--- config.mk ---
export PLATFORM = sky130hd
export DESIGN_NAME = daq_buf_sched
export DESIGN_NICKNAME = d
export VERILOG_FILES = /design/src/rtl/daq_pkg.sv /design/src/rtl/daq_desc_queue.sv /design/src/rtl/daq_buf_sched.sv
export SDC_FILE = /design/constraint.sdc
export NUM_CORES = 1
export LEC_CHECK = 0
export CORE_ASPECT_RATIO = 1.2
export CORE_MARGIN = 8
export CORE_UTILIZATION = 60
export CTS_CLUSTER_SIZE = 28
export DETAILED_ROUTE_END_ITERATION = 7
export PLACE_DENSITY = 0.79
export SYNTH_ARGS = -nofsm -noshare
export SYNTH_HDL_FRONTEND = slang
export SYNTH_HIERARCHICAL = 1
export SYNTH_SLANG_ARGS = --single-unit
--- constraint.sdc ---
create_clock -name clk -period 13.8 [get_ports clk]
set_clock_uncertainty 0.15 [all_clocks]
set_input_delay 4.14 -clock clk [delete_from_list [all_inputs] [get_ports clk]]
set_output_delay 4.14 -clock clk [all_outputs]
set_load 0.05 [all_outputs]
--- src/rtl/daq_pkg.sv ---
// daq_pkg: shared constants, types and helpers for the DAQ write-side scheduler.
//   AW        memory address width, each memory holds 2^AW bins
//   QLOG      log2 of the readout descriptor queue depth
//   desc_t    readout descriptor (best_ad, raw_ad, lb, rb, l1a_num), 2*AW+21 bits
//   wstate_t  write window FSM encoding
//   space_ok  admission check of one memory against its occupancy
package daq_pkg;

   localparam int AW     = 8;
   localparam int QLOG   = 3;
   localparam int QDEPTH = 1 << QLOG;
   localparam int DESC_W = 2 * AW + 21;

   // Full memory size expressed in the occupancy counter width.
   localparam logic [AW:0] MEM_BINS = {1'b1, {AW{1'b0}}};

   typedef struct packed {
      logic [AW-1:0] best_ad;
      logic [AW-1:0] raw_ad;
      logic [3:0]    lb;
      logic [4:0]    rb;
      logic [11:0]   l1a_num;
   } desc_t;

   typedef enum logic [0:0] {
      ST_IDLE  = 1'b0,
      ST_WRITE = 1'b1
   } wstate_t;

   // True when the free bins of a memory can hold the requested window.
   function automatic logic space_ok(input logic [AW:0] used, input logic [AW:0] need);
      return ((MEM_BINS - used) >= need);
   endfunction

endpackage

--- src/rtl/daq_desc_queue.sv ---
// daq_desc_queue: register-file descriptor queue with three pointers.
//   wr  : next free slot, advanced by push
//   pop : head handed to the formatter, advanced by pop while valid
//   rel : oldest popped entry still holding memory, advanced by rel
// An entry keeps its slot until released, so occupancy is wr - rel.
// Ports:
//   clk, hard_rst      clock, synchronous active-high reset
//   push, push_data    enqueue a descriptor (caller guarantees !full)
//   pop                dequeue head when valid
//   rel                release the oldest popped entry when can_rel
//   head               descriptor at the pop pointer
//   rel_lb, rel_rb     window lengths of the entry at the rel pointer
//   valid              head descriptor available (pop != wr)
//   can_rel            a popped, unreleased entry exists (rel != pop)
//   full               all slots held
module daq_desc_queue
   import daq_pkg::*;
(
   input  logic       clk,
   input  logic       hard_rst,
   input  logic       push,
   input  desc_t      push_data,
   input  logic       pop,
   input  logic       rel,
   output desc_t      head,
   output logic [3:0] rel_lb,
   output logic [4:0] rel_rb,
   output logic       valid,
   output logic       can_rel,
   output logic       full
);

   // Pointers carry one extra wrap bit so a full queue differs from an empty one.
   localparam logic [QLOG:0] Q_FULL = {1'b1, {QLOG{1'b0}}};

   logic [QLOG:0] wr_r;
   logic [QLOG:0] pop_r;
   logic [QLOG:0] rel_r;
   logic [QLOG:0] count_s;
   desc_t         mem_r [QDEPTH];
   desc_t         rel_entry_s;

   assign count_s     = wr_r - rel_r;
   assign full        = (count_s == Q_FULL);
   assign valid       = (pop_r != wr_r);
   assign can_rel     = (rel_r != pop_r);
   assign head        = mem_r[pop_r[QLOG-1:0]];
   assign rel_entry_s = mem_r[rel_r[QLOG-1:0]];
   assign rel_lb      = rel_entry_s.lb;
   assign rel_rb      = rel_entry_s.rb;

   // Pointer advance; each pointer only moves when its guard holds.
   always_ff @(posedge clk) begin
      if (hard_rst) begin
         wr_r  <= {(QLOG+1){1'b0}};
         pop_r <= {(QLOG+1){1'b0}};
         rel_r <= {(QLOG+1){1'b0}};
      end else begin
         if (push && !full) begin
            wr_r <= wr_r + {{QLOG{1'b0}}, 1'b1};
         end
         if (pop && valid) begin
            pop_r <= pop_r + {{QLOG{1'b0}}, 1'b1};
         end
         if (rel && can_rel) begin
            rel_r <= rel_r + {{QLOG{1'b0}}, 1'b1};
         end
      end
   end

   // Descriptor storage, cleared on reset so stale entries never leak out.
   always_ff @(posedge clk) begin
      if (hard_rst) begin
         for (int i = 0; i < QDEPTH; i++) begin
            mem_r[i] <= desc_t'({DESC_W{1'b0}});
         end
      end else if (push && !full) begin
         mem_r[wr_r[QLOG-1:0]] <= push_data;
      end
   end

endmodule

--- src/rtl/daq_buf_sched.sv ---
// daq_buf_sched: write-side scheduler for the DAQ best-track and raw-hit
// circular memories. Each delayed L1A is admitted or dropped against
// window-FSM idleness, descriptor queue depth and free memory space.
// Accepted events open a write window and queue a readout descriptor;
// their memory space is returned when the formatter reports read-out.
// Ports:
//   clk, hard_rst          clock, synchronous active-high reset
//   l1a_in                 one-cycle L1A aligned to the delayed data
//   l1a_window             best-track bins per event (LB)
//   fifo_tbins, raw_en     raw bins per event, RB = raw_en ? fifo_tbins : 0
//   best_we, best_adw      best memory write enable / address
//   raw_we, raw_adw        raw memory write enable / address
//   desc_valid/desc_ready  descriptor handshake towards the formatter
//   desc_best_ad/raw_ad    start addresses of the head event
//   desc_lb/rb/l1a_num     window lengths and L1A number of the head event
//   rd_done                oldest popped event fully read, release its space
//   busy                   write window open
//   l1a_drop_cnt           rejected L1As, saturating
//   sched_err              sticky, rd_done with nothing to release
module daq_buf_sched
   import daq_pkg::*;
(
   input  logic          clk,
   input  logic          hard_rst,
   input  logic          l1a_in,
   input  logic [3:0]    l1a_window,
   input  logic [4:0]    fifo_tbins,
   input  logic          raw_en,
   output logic          best_we,
   output logic          raw_we,
   output logic [AW-1:0] best_adw,
   output logic [AW-1:0] raw_adw,
   output logic          desc_valid,
   input  logic          desc_ready,
   output logic [AW-1:0] desc_best_ad,
   output logic [AW-1:0] desc_raw_ad,
   output logic [3:0]    desc_lb,
   output logic [4:0]    desc_rb,
   output logic [11:0]   desc_l1a_num,
   input  logic          rd_done,
   output logic          busy,
   output logic [7:0]    l1a_drop_cnt,
   output logic          sched_err
);

   wstate_t       state_r;
   wstate_t       state_nx_s;
   logic [3:0]    best_left_r;
   logic [4:0]    raw_left_r;
   logic [AW-1:0] best_adw_r;
   logic [AW-1:0] raw_adw_r;
   logic [AW:0]   best_used_r;
   logic [AW:0]   raw_used_r;
   logic [11:0]   l1a_num_r;
   logic [7:0]    drop_r;
   logic          err_r;

   logic [3:0]    lb_s;
   logic [4:0]    rb_s;
   logic          accept_s;
   logic          rel_fire_s;
   logic          best_we_s;
   logic          raw_we_s;
   logic [AW:0]   best_add_s;
   logic [AW:0]   best_sub_s;
   logic [AW:0]   raw_add_s;
   logic [AW:0]   raw_sub_s;

   desc_t         push_data_s;
   desc_t         head_s;
   logic [3:0]    rel_lb_s;
   logic [4:0]    rel_rb_s;
   logic          q_valid_s;
   logic          q_can_rel_s;
   logic          q_full_s;

   assign push_data_s = '{best_ad: best_adw_r, raw_ad: raw_adw_r, lb: lb_s,
                          rb: rb_s, l1a_num: l1a_num_r};

   daq_desc_queue u_queue (
      .clk       (clk),
      .hard_rst  (hard_rst),
      .push      (accept_s),
      .push_data (push_data_s),
      .pop       (desc_ready),
      .rel       (rd_done),
      .head      (head_s),
      .rel_lb    (rel_lb_s),
      .rel_rb    (rel_rb_s),
      .valid     (q_valid_s),
      .can_rel   (q_can_rel_s),
      .full      (q_full_s)
   );

   // Admission decision and the occupancy add/subtract terms for this cycle.
   always_comb begin
      lb_s       = l1a_window;
      rb_s       = 5'd0;
      best_add_s = {(AW+1){1'b0}};
      raw_add_s  = {(AW+1){1'b0}};
      best_sub_s = {(AW+1){1'b0}};
      raw_sub_s  = {(AW+1){1'b0}};
      if (raw_en) begin
         rb_s = fifo_tbins;
      end else begin
         rb_s = 5'd0;
      end
      accept_s = l1a_in && (state_r == ST_IDLE) && !q_full_s &&
                 space_ok(best_used_r, (AW+1)'(lb_s)) &&
                 space_ok(raw_used_r, (AW+1)'(rb_s));
      rel_fire_s = rd_done && q_can_rel_s;
      if (accept_s) begin
         best_add_s = (AW+1)'(lb_s);
         raw_add_s  = (AW+1)'(rb_s);
      end else begin
         best_add_s = {(AW+1){1'b0}};
         raw_add_s  = {(AW+1){1'b0}};
      end
      if (rel_fire_s) begin
         best_sub_s = (AW+1)'(rel_lb_s);
         raw_sub_s  = (AW+1)'(rel_rb_s);
      end else begin
         best_sub_s = {(AW+1){1'b0}};
         raw_sub_s  = {(AW+1){1'b0}};
      end
   end

   // Write window next-state and write enables; the window closes once
   // both remaining counts reach their last write.
   always_comb begin
      state_nx_s = state_r;
      best_we_s  = 1'b0;
      raw_we_s   = 1'b0;
      case (state_r)
         ST_IDLE: begin
            if (accept_s && ((lb_s != 4'd0) || (rb_s != 5'd0))) begin
               state_nx_s = ST_WRITE;
            end else begin
               state_nx_s = ST_IDLE;
            end
         end
         ST_WRITE: begin
            best_we_s = (best_left_r != 4'd0);
            raw_we_s  = (raw_left_r != 5'd0);
            if ((best_left_r <= 4'd1) && (raw_left_r <= 5'd1)) begin
               state_nx_s = ST_IDLE;
            end else begin
               state_nx_s = ST_WRITE;
            end
         end
         default: begin
            state_nx_s = ST_IDLE;
         end
      endcase
   end

   // Window state register.
   always_ff @(posedge clk) begin
      if (hard_rst) begin
         state_r <= ST_IDLE;
      end else begin
         state_r <= state_nx_s;
      end
   end

   // Remaining write counts, loaded on accept and consumed per enable cycle.
   always_ff @(posedge clk) begin
      if (hard_rst) begin
         best_left_r <= 4'd0;
         raw_left_r  <= 5'd0;
      end else if (accept_s) begin
         best_left_r <= lb_s;
         raw_left_r  <= rb_s;
      end else begin
         if (best_we_s) begin
            best_left_r <= best_left_r - 4'd1;
         end
         if (raw_we_s) begin
            raw_left_r <= raw_left_r - 5'd1;
         end
      end
   end

   // Write addresses advance after each write and wrap with the memory.
   always_ff @(posedge clk) begin
      if (hard_rst) begin
         best_adw_r <= {AW{1'b0}};
         raw_adw_r  <= {AW{1'b0}};
      end else begin
         if (best_we_s) begin
            best_adw_r <= best_adw_r + {{(AW-1){1'b0}}, 1'b1};
         end
         if (raw_we_s) begin
            raw_adw_r <= raw_adw_r + {{(AW-1){1'b0}}, 1'b1};
         end
      end
   end

   // Occupancy takes the net of this cycle's accept and release.
   always_ff @(posedge clk) begin
      if (hard_rst) begin
         best_used_r <= {(AW+1){1'b0}};
         raw_used_r  <= {(AW+1){1'b0}};
      end else begin
         best_used_r <= best_used_r + best_add_s - best_sub_s;
         raw_used_r  <= raw_used_r + raw_add_s - raw_sub_s;
      end
   end

   // L1A numbering counts every L1A; drops saturate; error is sticky.
   always_ff @(posedge clk) begin
      if (hard_rst) begin
         l1a_num_r <= 12'd0;
         drop_r    <= 8'd0;
         err_r     <= 1'b0;
      end else begin
         if (l1a_in) begin
            l1a_num_r <= l1a_num_r + 12'd1;
         end
         if (l1a_in && !accept_s && (drop_r != 8'hFF)) begin
            drop_r <= drop_r + 8'd1;
         end
         if (rd_done && !q_can_rel_s) begin
            err_r <= 1'b1;
         end
      end
   end

   // Descriptor fields read as zero whenever no head is available.
   always_comb begin
      desc_best_ad = {AW{1'b0}};
      desc_raw_ad  = {AW{1'b0}};
      desc_lb      = 4'd0;
      desc_rb      = 5'd0;
      desc_l1a_num = 12'd0;
      if (q_valid_s) begin
         desc_best_ad = head_s.best_ad;
         desc_raw_ad  = head_s.raw_ad;
         desc_lb      = head_s.lb;
         desc_rb      = head_s.rb;
         desc_l1a_num = head_s.l1a_num;
      end else begin
         desc_best_ad = {AW{1'b0}};
         desc_raw_ad  = {AW{1'b0}};
         desc_lb      = 4'd0;
         desc_rb      = 5'd0;
         desc_l1a_num = 12'd0;
      end
   end

   // Enables are masked by reset directly so a reset cuts a window at once.
   assign best_we      = best_we_s & ~hard_rst;
   assign raw_we       = raw_we_s & ~hard_rst;
   assign busy         = (state_r == ST_WRITE) & ~hard_rst;
   assign best_adw     = best_adw_r;
   assign raw_adw      = raw_adw_r;
   assign desc_valid   = q_valid_s;
   assign l1a_drop_cnt = drop_r;
   assign sched_err    = err_r;

endmodule

==> results.json <==
{
  "yosysMostFrequentCell": "nor2_1",
  "syn_area_um2": 18670,
  "yosysSeqAreaShare_pct": 56.51,
  "drtIter0Drc": 1133,
  "tns_ns": 0,
  "setup_viol": 0,
  "cp_cell_sequence": "buf_4, nor2b_1, and2_1, clkdlybuf4s50_1",
  "synthCells": 1527,
  "pwr-share-seq_pct": 35.7,
  "n_fill_cell": 2119,
  "cap_violations": 0,
  "synth_async_sr_flop_share_pct": 0,
  "io_buffers": 80,
  "period_minus_slack_ns": 9.866,
  "worst-path-buf-inv": 2,
  "wl_per_cell_um": 21.65,
  "slew_headroom_pct": 18.03,
  "rsz0062_at_grt": "false",
  "cts_buffers": 38,
  "dp_cells": 1936,
  "first_pass_iters": 5,
  "cts.sinks": 379,
  "rows": 70,
  "synthTopCellsByArea": "edfxtp_1, mux4_2, dfxtp_1",
  "ys.flop_type": "edfxtp_1",
  "crit_type": "input port to output pin",
  "cts_resized": 0,
  "tightest_slew_ns": 1.230,
  "grt_max_degree": 77,
  "cp-start-kind": "input port",
  "ant_nets": 0,
  "globalplace.congestion": 0.8892,
  "clkPwrFrac_pct": 23.7,
  "cts_max_path_buffers": 3,
  "htree_levels": 2,
  "syn_to_final_growth_pct": 12.41,
  "antenna_cells": 0,
  "switchingPower_uw": 1545,
  "nNetsFinal": 1653,
  "ys_warn_count": 6,
  "max_freq_ghz": 0.1014,
  "yosys.area.top_type": "edfxtp_1",
  "post-dp-hpwl_um": 25010,
  "slew_viol_final": 0,
  "synth_nets": 1600,
  "initial_core_util_pct": 61.07,
  "drc": 0,
  "cp_max_fo": 46,
  "hold_buffers": 0,
  "design_area_um2": 20990,
  "ys_types": 68,
  "ios": 81,
  "drive_above_1_share_pct": 14.92,
  "ys_ff_latch": 379,
  "path_clk_slew_ns": 0.06,
  "die_w_um": 177.0,
  "final_cells": 2005,
  "min_path_type": "flip-flop to flip-flop",
  "netlist.area_leader.share_pct": 47.61,
  "cts_setup_buffers": 0,
  "place_area_um2": 19800,
  "grt_usage_pct": 23.56,
  "core_area_um2": 30570,
  "intPower_uw": 2640,
  "tritoncts": "done",
  "grt_pass1_vias": 12900,
  "synth_area_per_cell_um2": 12.23,
  "post-route-util_pct": 68.65,
  "vias": 12360,
  "p_leak_uw": 0.007263,
  "drt_wl_total_um": 43400,
  "peakVddDrop_mv": 0.1463,
  "via_per_inst": 6.164,
  "synth_edf_count": 296,
  "required_ns": 9.51,
  "finalCritPeriodShare_pct": 71.49,
  "switching_share_pct": 36.92,
  "cp_slowest_stage_delay_ns": 0.80,
  "cp.arrival_ns": 5.58,
  "fp.dieH_um": 209.2,
  "fp.dieArea_um2": 37040,
  "grt_pass1_wl_um": 68340,
  "crit_slowest_cell": "clkdlybuf4s50_1",
  "netlist_top_cells_count": "nor2_1, edfxtp_1, nand2_1",
  "hold_violations": 0,
  "status": "finished, final reports clean",
  "powerDensity_nw_per_um2": 199.4,
  "clock_latency_ns": 0.52,
  "p_total_uw": 4185,
  "end_kind": "output pin",
  "path_delay_family": "buffers and inverters",
  "combPwrFrac_pct": 40.7,
  "grt_antenna_before_repair": 0,
  "cts-root-buf": "clkbuf_16",
  "grt.overflow.total": 0
}
==> state kept, by name, indices dropped and copies added, names as in the netlist, named ones only <==
name,count
u_queue/mem_r,296
l1a_num_r,12
best_used_r,9
raw_used_r,9
best_adw,8
l1a_drop_cnt,8
raw_adw,8
raw_left_r,5
best_left_r,4
u_queue/pop_r,4
u_queue/rel_r,4
u_queue/wr_r,4
sched_err,1
state_r,1
==> per-layer routing <==
metal	global-route usage, %	share of wire (%)	vias up
met5	0	0	-
met4	9.289	3.4	0
met3	3.265	9.0	116
met2	41.43	51	636
met1	28.76	37	6080
li1	-	-	5526
==> stage by stage <==
step / hold slack, ns / setup slack (ns)
after floorplan: 0.3470 / 4.112
after global placement: 0.3044 / 3.943
after detailed placement: 0.3149 / 3.946
after global routing: 0.3916 / 3.865
after CTS: 0.3298 / 3.924
final: 0.3175 / 3.934
==> path summary, 6_finish.rpt <==
path | startpoint | end | slack (ns) | cells after the start
hold / removal | sched_err | sched_err | 0.32 | 2
setup reg to reg | u_queue/wr_r[0] | u_queue/mem_r[7][26] | 8.34 | 14
setup / recovery | hard_rst | raw_we | 3.93 | 4
hold reg to reg | sched_err | sched_err | 0.32 | 2
==> cells in the final DEF, fill, tap and decap left out, drive strengths merged, types with 4 or more instances in the layout <==
master	Yosys	layout
a31o	4	4
nand2	128	128
a21oi	23	23
and2	41	41
dfxtp	83	83
edfxtp	296	296
o21bai	6	6
a211oi	4	4
a31oi	7	7
nor3	10	10
xnor2	30	30
nand2b	6	6
clkdlybuf4s50	0	79
mux4	92	92
and3	18	18
nor2	367	367
o21ai	25	25
inv	57	58
nand3	13	13
buf	28	21
or3	10	10
mux2	49	49
fa	9	9
clkinv	0	14
xor2	34	34
ha	49	49
a21boi	4	4
nor2b	17	17
clkbuf	59	51
nand4	10	10
==> power groups by stage <==
stage,registers (uW),clock network [uW],logic (uW)
2_1_floorplan,1480,0,1250
3_3_place_gp,1510,0,1660
3_5_place_dp,1510,0,1690
4_1_cts,1490,1000,1710
5_1_grt,1510,1040,1840
6_report,1490,991,1700
==> worst reg2reg max path, stage by stage (launching register included) <==
cell and delay (ns):
dfxtp_1 0.55, inv_1 0.15, ha_1 0.24, nand3b_1 0.19, and3_1 0.18, o211ai_2 0.43
inv_2 0.19, nor2_1 0.22, o311ai_4 0.22, nor2_2 0.20, and2_1 0.81, buf_4 0.49
nand3_1 0.28, o21bai_4 0.17, buf_4 0.58
==> cells by family after synthesis <==
group	Yosys count	share of synthesized area [%]
AOI/OAI and AO/OA	94	3.385
DFF	379	56.51
muxes	144	14.22
buffers and inverters	144	3.157
xor gates and xnor gates	64	3.003
adders and majority gates	58	4.249
and+or+nand+nor	644	15.48
==> cell type report <==
class	count	area (um2)	share of cell area (%)
flip-flops and latches	379	10560	50.32
multi-input cells	1004	7585	36.14
clock buffers	51	1051	5.008
repair buffers	100	948.4	4.519
well taps	396	495.5	2.361
inverters	57	214.0	1.020
clock inverters	18	132.6	0.6320
Power figures use the tool's default switching activity.
